File: config.mk
export PLATFORM = sky130hd
export DESIGN_NAME = arbiter8_rr_flat
export DESIGN_NICKNAME = d
export VERILOG_FILES = /design/src/rtl/arbiter8_rr_if.sv /design/src/rtl/arbiter8_rr.sv /design/src/flat_wrapper.sv
export SDC_FILE = /design/constraint.sdc
export NUM_CORES = 1
export LEC_CHECK = 0
export ABC_AREA = 1
export BUFFER_PORTS_ARGS = -buffer_cell sky130_fd_sc_hd__buf_2
export CAP_MARGIN = 10
export CORE_ASPECT_RATIO = 1.5
export CORE_MARGIN = 3
export CORE_UTILIZATION = 56
export CTS_CLUSTER_DIAMETER = 60
export DETAILED_ROUTE_END_ITERATION = 8
export HOLD_SLACK_MARGIN = 0.08
export PLACE_DENSITY = 0.87
export SLEW_MARGIN = 20
export SYNTH_ARGS = -nofsm -noshare
export SYNTH_HDL_FRONTEND = slang
export SYNTH_SLANG_ARGS = --single-unit
File: constraint.sdc
create_clock -name clk -period 3.17 [get_ports clk]
set_input_delay 0.4755 -clock clk [delete_from_list [all_inputs] [get_ports clk]]
set_output_delay 0.4755 -clock clk [all_outputs]
set_load 0.02 [all_outputs]
File: src/rtl/arbiter8_rr_if.sv
// Bundle of the requester/resource handshake signals around arbiter8_rr.
// The slave modport is the arbiter's view. The master modport is the
// requester/resource side that drives req and res_resp.
interface arbiter8_rr_if;
  logic [7:0] req;
  logic       res_resp;
  logic [2:0] sel;
  logic [7:0] gnt;
  logic       res_start;
  logic       busy;
  logic       timeout_err;

  modport master (
    output req,
    output res_resp,
    input  sel,
    input  gnt,
    input  res_start,
    input  busy,
    input  timeout_err
  );

  modport slave (
    input  req,
    input  res_resp,
    output sel,
    output gnt,
    output res_start,
    output busy,
    output timeout_err
  );
endinterface

File: src/rtl/arbiter8_rr.sv
// Round-robin arbiter/sequencer that shares one single-transaction resource
// among 8 requesters.
// A grant issues a one-cycle res_start. The grant is then held until
// res_resp arrives or the optional timeout forces a release.
// The requester that was served last gets the lowest priority in the next round.
module arbiter8_rr #(
  parameter int unsigned TIMEOUT = 0
) (
  input  logic         clk,
  input  logic         rst,
  arbiter8_rr_if.slave bus
);

  localparam int unsigned CNT_W = (TIMEOUT > 0) ? $clog2(TIMEOUT + 1) : 1;
  localparam bit          TMO_EN = (TIMEOUT != 0);
  localparam logic [CNT_W-1:0] CNT_LAST = CNT_W'(TIMEOUT - 1);
  localparam logic [CNT_W-1:0] CNT_MAX  = {CNT_W{1'b1}};
  localparam logic [CNT_W-1:0] CNT_ZERO = {CNT_W{1'b0}};
  localparam logic [CNT_W-1:0] CNT_ONE  = CNT_W'(1);

  typedef enum logic [1:0] {
    ST_IDLE  = 2'd0,
    ST_ISSUE = 2'd1,
    ST_WAIT  = 2'd2
  } state_t;

  // First set request bit, scanning upward from ptr with wrap-around.
  function automatic logic [2:0] rr_pick(input logic [7:0] req_v, input logic [2:0] ptr_v);
    logic [2:0] win;
    logic [2:0] idx;
    logic       found;
    win   = ptr_v;
    found = 1'b0;
    for (int i = 0; i < 8; i++) begin
      idx = ptr_v + 3'(i);
      if (req_v[idx] && !found) begin
        win   = idx;
        found = 1'b1;
      end else begin
        win   = win;
        found = found;
      end
    end
    return win;
  endfunction

  // One-hot encoding of a 3-bit requester index.
  function automatic logic [7:0] onehot8(input logic [2:0] idx);
    logic [7:0] oh;
    oh      = 8'h00;
    oh[idx] = 1'b1;
    return oh;
  endfunction

  state_t           state_r, state_s;
  logic [2:0]       sel_r, sel_s;
  logic [7:0]       gnt_r, gnt_s;
  logic             res_start_r, res_start_s;
  logic             busy_r, busy_s;
  logic             timeout_err_r, timeout_err_s;
  logic [2:0]       ptr_r, ptr_s;
  logic [CNT_W-1:0] cnt_r, cnt_s;
  logic [2:0]       win_s;

  // Next-state and next-output logic for the IDLE/ISSUE/WAIT sequencer.
  always_comb begin
    state_s       = state_r;
    sel_s         = sel_r;
    gnt_s         = gnt_r;
    res_start_s   = 1'b0;
    timeout_err_s = 1'b0;
    ptr_s         = ptr_r;
    cnt_s         = cnt_r;
    win_s         = rr_pick(bus.req, ptr_r);

    case (state_r)
      ST_IDLE: begin
        // sel keeps its last value here so that the datapath mux stays stable.
        if (bus.req != 8'h00) begin
          sel_s       = win_s;
          gnt_s       = onehot8(win_s);
          res_start_s = 1'b1;
          state_s     = ST_ISSUE;
        end else begin
          gnt_s   = 8'h00;
          state_s = ST_IDLE;
        end
      end

      ST_ISSUE: begin
        cnt_s = CNT_ZERO;
        // A response that arrives in the start cycle still counts as completion.
        if (bus.res_resp) begin
          gnt_s   = 8'h00;
          ptr_s   = sel_r + 3'd1;
          state_s = ST_IDLE;
        end else begin
          state_s = ST_WAIT;
        end
      end

      ST_WAIT: begin
        if (bus.res_resp) begin
          // Completion takes precedence over a timeout in the same cycle.
          gnt_s   = 8'h00;
          ptr_s   = sel_r + 3'd1;
          state_s = ST_IDLE;
        end else if (TMO_EN && (cnt_r == CNT_LAST)) begin
          gnt_s         = 8'h00;
          ptr_s         = sel_r + 3'd1;
          timeout_err_s = 1'b1;
          state_s       = ST_IDLE;
        end else begin
          state_s = ST_WAIT;
          // The counter saturates so that it can never wrap back to a match.
          if (cnt_r == CNT_MAX) begin
            cnt_s = cnt_r;
          end else begin
            cnt_s = cnt_r + CNT_ONE;
          end
        end
      end

      default: begin
        // Any illegal encoding returns the sequencer to a safe idle state.
        state_s = ST_IDLE;
        gnt_s   = 8'h00;
      end
    endcase

    busy_s = (state_s != ST_IDLE);
  end

  // State and output registers. A synchronous reset overrides every other input.
  always_ff @(posedge clk) begin
    if (rst) begin
      state_r       <= ST_IDLE;
      sel_r         <= 3'd0;
      gnt_r         <= 8'h00;
      res_start_r   <= 1'b0;
      busy_r        <= 1'b0;
      timeout_err_r <= 1'b0;
      ptr_r         <= 3'd0;
      cnt_r         <= CNT_ZERO;
    end else begin
      state_r       <= state_s;
      sel_r         <= sel_s;
      gnt_r         <= gnt_s;
      res_start_r   <= res_start_s;
      busy_r        <= busy_s;
      timeout_err_r <= timeout_err_s;
      ptr_r         <= ptr_s;
      cnt_r         <= cnt_s;
    end
  end

  assign bus.sel         = sel_r;
  assign bus.gnt         = gnt_r;
  assign bus.res_start   = res_start_r;
  assign bus.busy        = busy_r;
  assign bus.timeout_err = timeout_err_r;

endmodule
File: src/flat_wrapper.sv
// flat-port wrapper written by rule: the top's interface ports become plain ports
module arbiter8_rr_flat 
#(
  parameter int unsigned TIMEOUT = 0
)
  (clk, rst, bus_req, bus_res_resp, bus_sel, bus_gnt, bus_res_start, bus_busy, bus_timeout_err);
  arbiter8_rr_if bus_i ();
  input  logic clk;
  input  logic rst;
  input wire logic [$bits(bus_i.req)-1:0] bus_req;
  input wire logic [$bits(bus_i.res_resp)-1:0] bus_res_resp;
  output wire logic [$bits(bus_i.sel)-1:0] bus_sel;
  output wire logic [$bits(bus_i.gnt)-1:0] bus_gnt;
  output wire logic [$bits(bus_i.res_start)-1:0] bus_res_start;
  output wire logic [$bits(bus_i.busy)-1:0] bus_busy;
  output wire logic [$bits(bus_i.timeout_err)-1:0] bus_timeout_err;
  assign bus_i.req = bus_req;
  assign bus_i.res_resp = bus_res_resp;
  assign bus_sel = bus_i.sel;
  assign bus_gnt = bus_i.gnt;
  assign bus_res_start = bus_i.res_start;
  assign bus_busy = bus_i.busy;
  assign bus_timeout_err = bus_i.timeout_err;
  arbiter8_rr #(.TIMEOUT(TIMEOUT)) u_core (.clk(clk), .rst(rst), .bus(bus_i));
endmodule
* Word level (Yosys, flattened, before mapping)
Cells that the tools add are included.
** Storage, ports and cells
- Memories :: 0
- Latch bits :: 0
- ROM bits :: 0
- Bits in writable memories :: 0
- Output and inout port bits :: 14
- Bits in registers :: 18
- Bits of input ports :: 11
- Logic and storage cells :: 89
** Cells by class
- Multiplexer cells :: 39
- Equal/unequal tests :: 3
- Add/subtract/negate cells :: 8
- Shift operators :: 0
- $mul :: 0
- Bitwise operators :: 1
- Order comparisons :: 10
- Div/mod/pow operators :: 0
- Reductions and logical operators :: 22
** Operator list (number)
- less-than comparator 3 x 4 -> 1 bit, second input constant :: 9
- binary-select mux 1 bit (select 3 bit) :: 8
- 2-to-1 mux 3 bit :: 7
- 2-to-1 mux 1 bit :: 18
- 2-to-1 mux 8 bit :: 2
- one-hot mux 8 bit (2 select lines) :: 1
- adder 3 bit, second input constant :: 4
- logical AND 1 bit :: 8
- nonzero test 8 bit :: 1
- zero test 1 bit :: 7
- adder 3 x 1 -> 3 bit, second input constant :: 2
- adder 3 x 2 -> 3 bit, second input constant :: 2
- one-hot mux 2 bit (2 select lines) :: 1
- AND reduction 2 bit :: 2
- OR reduction 2 bit :: 2
- demux 1 bit (select 3 bit) :: 1
- greater-or-equal comparator 3 x 1 -> 1 bit, second input constant :: 1
- equality test 2 x 1 -> 1 bit, second input constant :: 1
- equality test 2 bit, second input constant :: 1
- zero test 2 bit :: 1
- 2-to-1 mux 2 bit :: 1
- inequality test 2 x 1 -> 1 bit, second input constant :: 1
- nonzero test 2 bit :: 1
- NOT 1 bit :: 1

* Longest topological paths before layout
- Depth in word-level cells :: 30
- Mapped depth :: 20
- Mapped depth without buffers :: 19

* Worst setup path after synthesis
OpenSTA, ideal clock, no wires.
- Path kind :: reg-to-reg
- Start point :: register u_core.ptr_r[1]
- End point :: register u_core.gnt_r[4] (netlist: u_core.bus.gnt[4])
- Clock period less this slack :: 2.345 ns
- Buffers on the path :: 1
- Stages on the path, launching flop included :: 18
- Setup time :: 0.113 ns
- Arrival time :: 2.232 ns
- Required time :: 3.057 ns
- Slack :: 0.825 ns
- Cell sequence :: dfxtp_1 -> buf_2 -> inv_2 -> ha_1 -> inv_1 -> nand3_2 -> nand3_1 -> nand2_2 -> nor2_2 -> nand4_2 -> nor2_4 -> nand3b_2 -> nand2_1 -> inv_2 -> nand2_1 -> nand2_1 -> nand3_1 -> nand2_1
** Between the ends
- Longest elaborated chain between the ends :: 30
- Elaborated cells between the ends (all ways) :: 58
- Those cells by class :: add/sub: 7; order compare: 2; mux: 34; reduce/logical: 15
** Ends and longest elaborated chain
- start: declaration :: line arbiter8_rr.sv:61 : logic [2:0] ptr_r, ptr_s;
- start signal: assignment :: line arbiter8_rr.sv:152 : ptr_r <= ptr_s;
- branches (longest 23 deep; another with adder 3 x 1 -> 3 bit)
- 2-to-1 mux 3 bit (*) :: line arbiter8_rr.sv:36 : if (req_v[idx] && !found) begin
- less-than comparator 3 x 4 -> 1 bit (implied by the code) or greater-or-equal comparator 3 x 1 -> 1 bit (tied branches) :: line arbiter8_rr.sv:51 : oh[idx] = 1'b1;
- logical AND 1 bit (implied by the code) :: line arbiter8_rr.sv:51
- 2-to-1 mux 1 bit (implied by the code) :: line arbiter8_rr.sv:51
- demux 1 bit (select 3 bit) (*)
- 2-to-1 mux 8 bit (*) :: line arbiter8_rr.sv:79 : if (bus.req != 8'h00) begin
- one-hot mux 8 bit (2 select lines) (*) :: line arbiter8_rr.sv:76 : case (state_r)
- end signal: assignment :: line arbiter8_rr.sv:148 : gnt_r <= gnt_s;
- end: declaration :: line arbiter8_rr.sv:57 : logic [7:0] gnt_r, gnt_s;
Mark *: on every way between the ends. The select of a mux whose other input is x is not followed.
A chain may end at the register's enable or synchronous reset.

* Final worst setup path
- Start point :: register u_core.ptr_r[1]
- End point :: register u_core.gnt_r[0] (netlist: u_core.bus.gnt[0])
The elaborated chain is that of the path after synthesis.

==> results by group <==
Timing
  • Hold Vio Cnt, Final: 0
  • Post-route setup slack: 0.437 ns
  • Period utilization: 0.862
  • Slew Limit Headroom: 0.562
  • Setup Viol. Count Final: 0
  • Worst clock skew: 0.00176 ns
  • RSZ-0062 raised after global routing: false
  • Fmax: 366 MHz
  • Max-slew violations: 0
  • Fin Setup TNS: 0 ns
  • Worst Max-Slew Pin Slew: 0.654 ns
  • Final Critical Period: 2.73 ns

Cells and area
  • Most common cell after layout, fill and taps aside: nand2_1
  • Fin nets: 285
  • Commonest cells after routing, fill and taps aside: 89 x nand2_1, 42 x nand3_1, 23 x buf_2
  • Layout cell share with drive strength beyond 1: 0.228
  • Fill cell count: 224
  • Area growth syn-to-layout: 12.1%
  • Ant. Diodes: 0

Die
  • Die width: 48.1 um
  • Initial Util: 0.595
  • Rows: 22
  • Die area: 3330 sq um
  • Die Y: 69.2 um
  • CORE AREA: 2500 sq um
  • # IOs: 25

Global routing
  • Pin count of the biggest net entering global routing: 15
  • Antenna violations before repair: 0
  • GRT overflow: 0
  • Total GRT Usage: 0.247
  • Vias in the first global route: 1,583
  • First-pass GRT wire length: 6.26 mm

Drt
  • DRT antenna net count: 0
  • Vias/cell: 5.36
  • Residual DRC count: 0
  • Vias: 1,629
  • 1st-iter DRT viols: 39
  • Drt pass-1 iters: 4
  • Routed WL per cell: 12.0 um
  • Routed wire length: 3.66 mm

Clocking
  • Post-CTS setup buffers: 0
  • Worst-skew pair later-pin latency: 0.30 ns
  • Post-CTS sizing: 0
  • Max Root-Sink Buffers: 2
  • Clk sink count: 18
  • Hold bufs inserted after CTS: 0
  • H-tree depth: 1
  • Root buffer cell: clkbuf_4
  • CTS buffer count: 3
  • Clk slew on worst S/H paths: 0.10 ns
  • CTS tree: built

Critical path
  • Critical path cell sequence: inv_2 -> ha_1 -> inv_1 -> nand3_1 -> nand3_1 -> nand2_2 -> nor2_2 -> nand4_2 -> nor2_4 -> nand3_1 -> nand2_1 -> inv_2 -> nand2_1 -> nand2_1 -> nand3_1 -> nand2_1
  • Worst setup path category: reg2reg
  • Crit path max-delay family: simple AND/OR/NAND/NOR gates
  • Crit start category: register
  • Data arrival time of the critical path: 2.94 ns
  • Max Fanout on Critical Path: 9
  • Crit-path slowest cell: dfxtp_1
  • CP max stage delay: 0.50 ns
  • Crit end category: register
  • CP Data Required Time: 3.37 ns
  • Critical path buffer and inverter count: 3

Synthesis
  • Mapped Avg Cell Area: 6.11 sq um
  • Synth Register Bits: 18
  • Syn nets: 260
  • Mapped Cells: 244
  • Synth unique cells: 30
  • Synth warn: 0
  • Syn Std Cell Area: 1490 sq um
  • Post-synthesis sequential area ratio: 0.242

Placed design
  • Worst slack at placement: 0.484 ns
  • I/O Buffers: 23
  • Post-DP HPWL: 3.00 mm
  • Gpl congestion: 0.969

Run
  • Max cap viols: 0

Power and ir drop
  • Peak supply drop: 400 uV
  • Pleak: 0.883 nW
  • Cell Pwr Density: 539 nW/um^2

Run status
  • Status: finished, final reports clean

Min path
  • Hold Crit Class: in2reg
[cell usage after synthesis]
master,n,area (sq um)
o21ai_0,6,30.0
inv_1,17,63.8
nand2_1,89,334
nor3_2,1,10.0
ha_1,5,62.6
clkbuf_1,1,3.75
xor2_2,1,16.3
o22ai_1,1,6.26
a21boi_2,1,11.3
nor2_4,2,22.5
or4_1,2,15.0
a21oi_1,5,25.0
nor3_1,1,5.00
buf_2,1,5.00
nor2_1,14,52.6
nand4_2,1,12.5
nand3b_2,1,11.3
nand3_1,42,210
xor2_1,1,8.76
nand2_2,5,31.3
buf_4,3,22.5
nand3_2,5,50.1
xnor2_1,2,17.5
dfxtp_1,18,360
conb_1,1,3.75
inv_2,8,30.0
o21ai_1,3,15.0
nor2_2,4,25.0
a21oi_2,2,17.5
a31oi_2,1,12.5
[where the power goes]
group          switching [mW]  internal (mW)
sequential             0.0260          0.256
clock                  0.0709         0.0701
combinational           0.330          0.148
[state kept, by name, indices dropped and copies added (netlist names)]
register,count
u_core.bus.busy,1
u_core.state_r,2
u_core.ptr_r,3
u_core.bus.sel,3
u_core.bus.gnt,8
u_core.bus.res_start,1
[final cells by class]
cell class / instances / area [sq um] / share of cell area
sequential: 18 / 360 / 0.216
timing repair buffer: 25 / 130 / 0.0778
multi-input combinational: 196 / 1010 / 0.602
tap: 36 / 45.0 / 0.0269
inverter: 25 / 93.8 / 0.0561
clock buffer: 4 / 36.3 / 0.0217
[cells by family after synthesis]
| family | after synthesis | synth area share |
|---|---|---|
| AOI/OAI and AO/OA | 19 | 0.0789 |
| xor gates and xnor gates | 4 | 0.0285 |
| adders and majority gates | 5 | 0.0419 |
| buffers and inverters | 30 | 0.0839 |
| DFF | 18 | 0.242 |
| other | 1 | 0.00251 |
| and+or+nand+nor | 167 | 0.523 |
[worst register-to-register path: cells and delay by family, from the launching register on]
family,cells,cell delay [ns]
adders and majority gates,1,0.40
buffers and inverters,3,0.38
DFF,1,0.50
and+or+nand+nor,12,1.36
[metal layers]
layer  wire length (um)  up-vias  global-route usage
li1                   -      835                   -
met1               1420      745               0.276
met2               2030       40               0.439
met3                116        9              0.0234
met4                102        0              0.0988
met5                  0        -                   0
[per-stage QoR]
step	power [mW]	std cells	utilization	area [sq um]	hold slack, ns
2_1_floorplan	0.651	244	-	1490	0.529
3_3_place_gp	0.755	300	0.653	1640	0.433
3_5_place_dp	0.761	300	0.653	1640	0.442
4_1_cts	0.900	304	0.667	1670	0.416
5_1_grt	0.971	304	0.667	1670	0.425
6_report	0.901	304	0.667	1670	0.421
[final timing paths]
kind	startpoint	to	slack, ns	cells after the start
hold reg to reg	u_core.bus.gnt[1]	u_core.bus.gnt[1]	0.46	2
setup reg to reg	u_core.ptr_r[1]	u_core.bus.gnt[0]	0.44	16
hold / removal	rst	u_core.state_r[0]	0.42	2
setup / recovery	u_core.ptr_r[1]	u_core.bus.gnt[0]	0.44	16
Note: power is estimated with default switching activity, not from simulation.
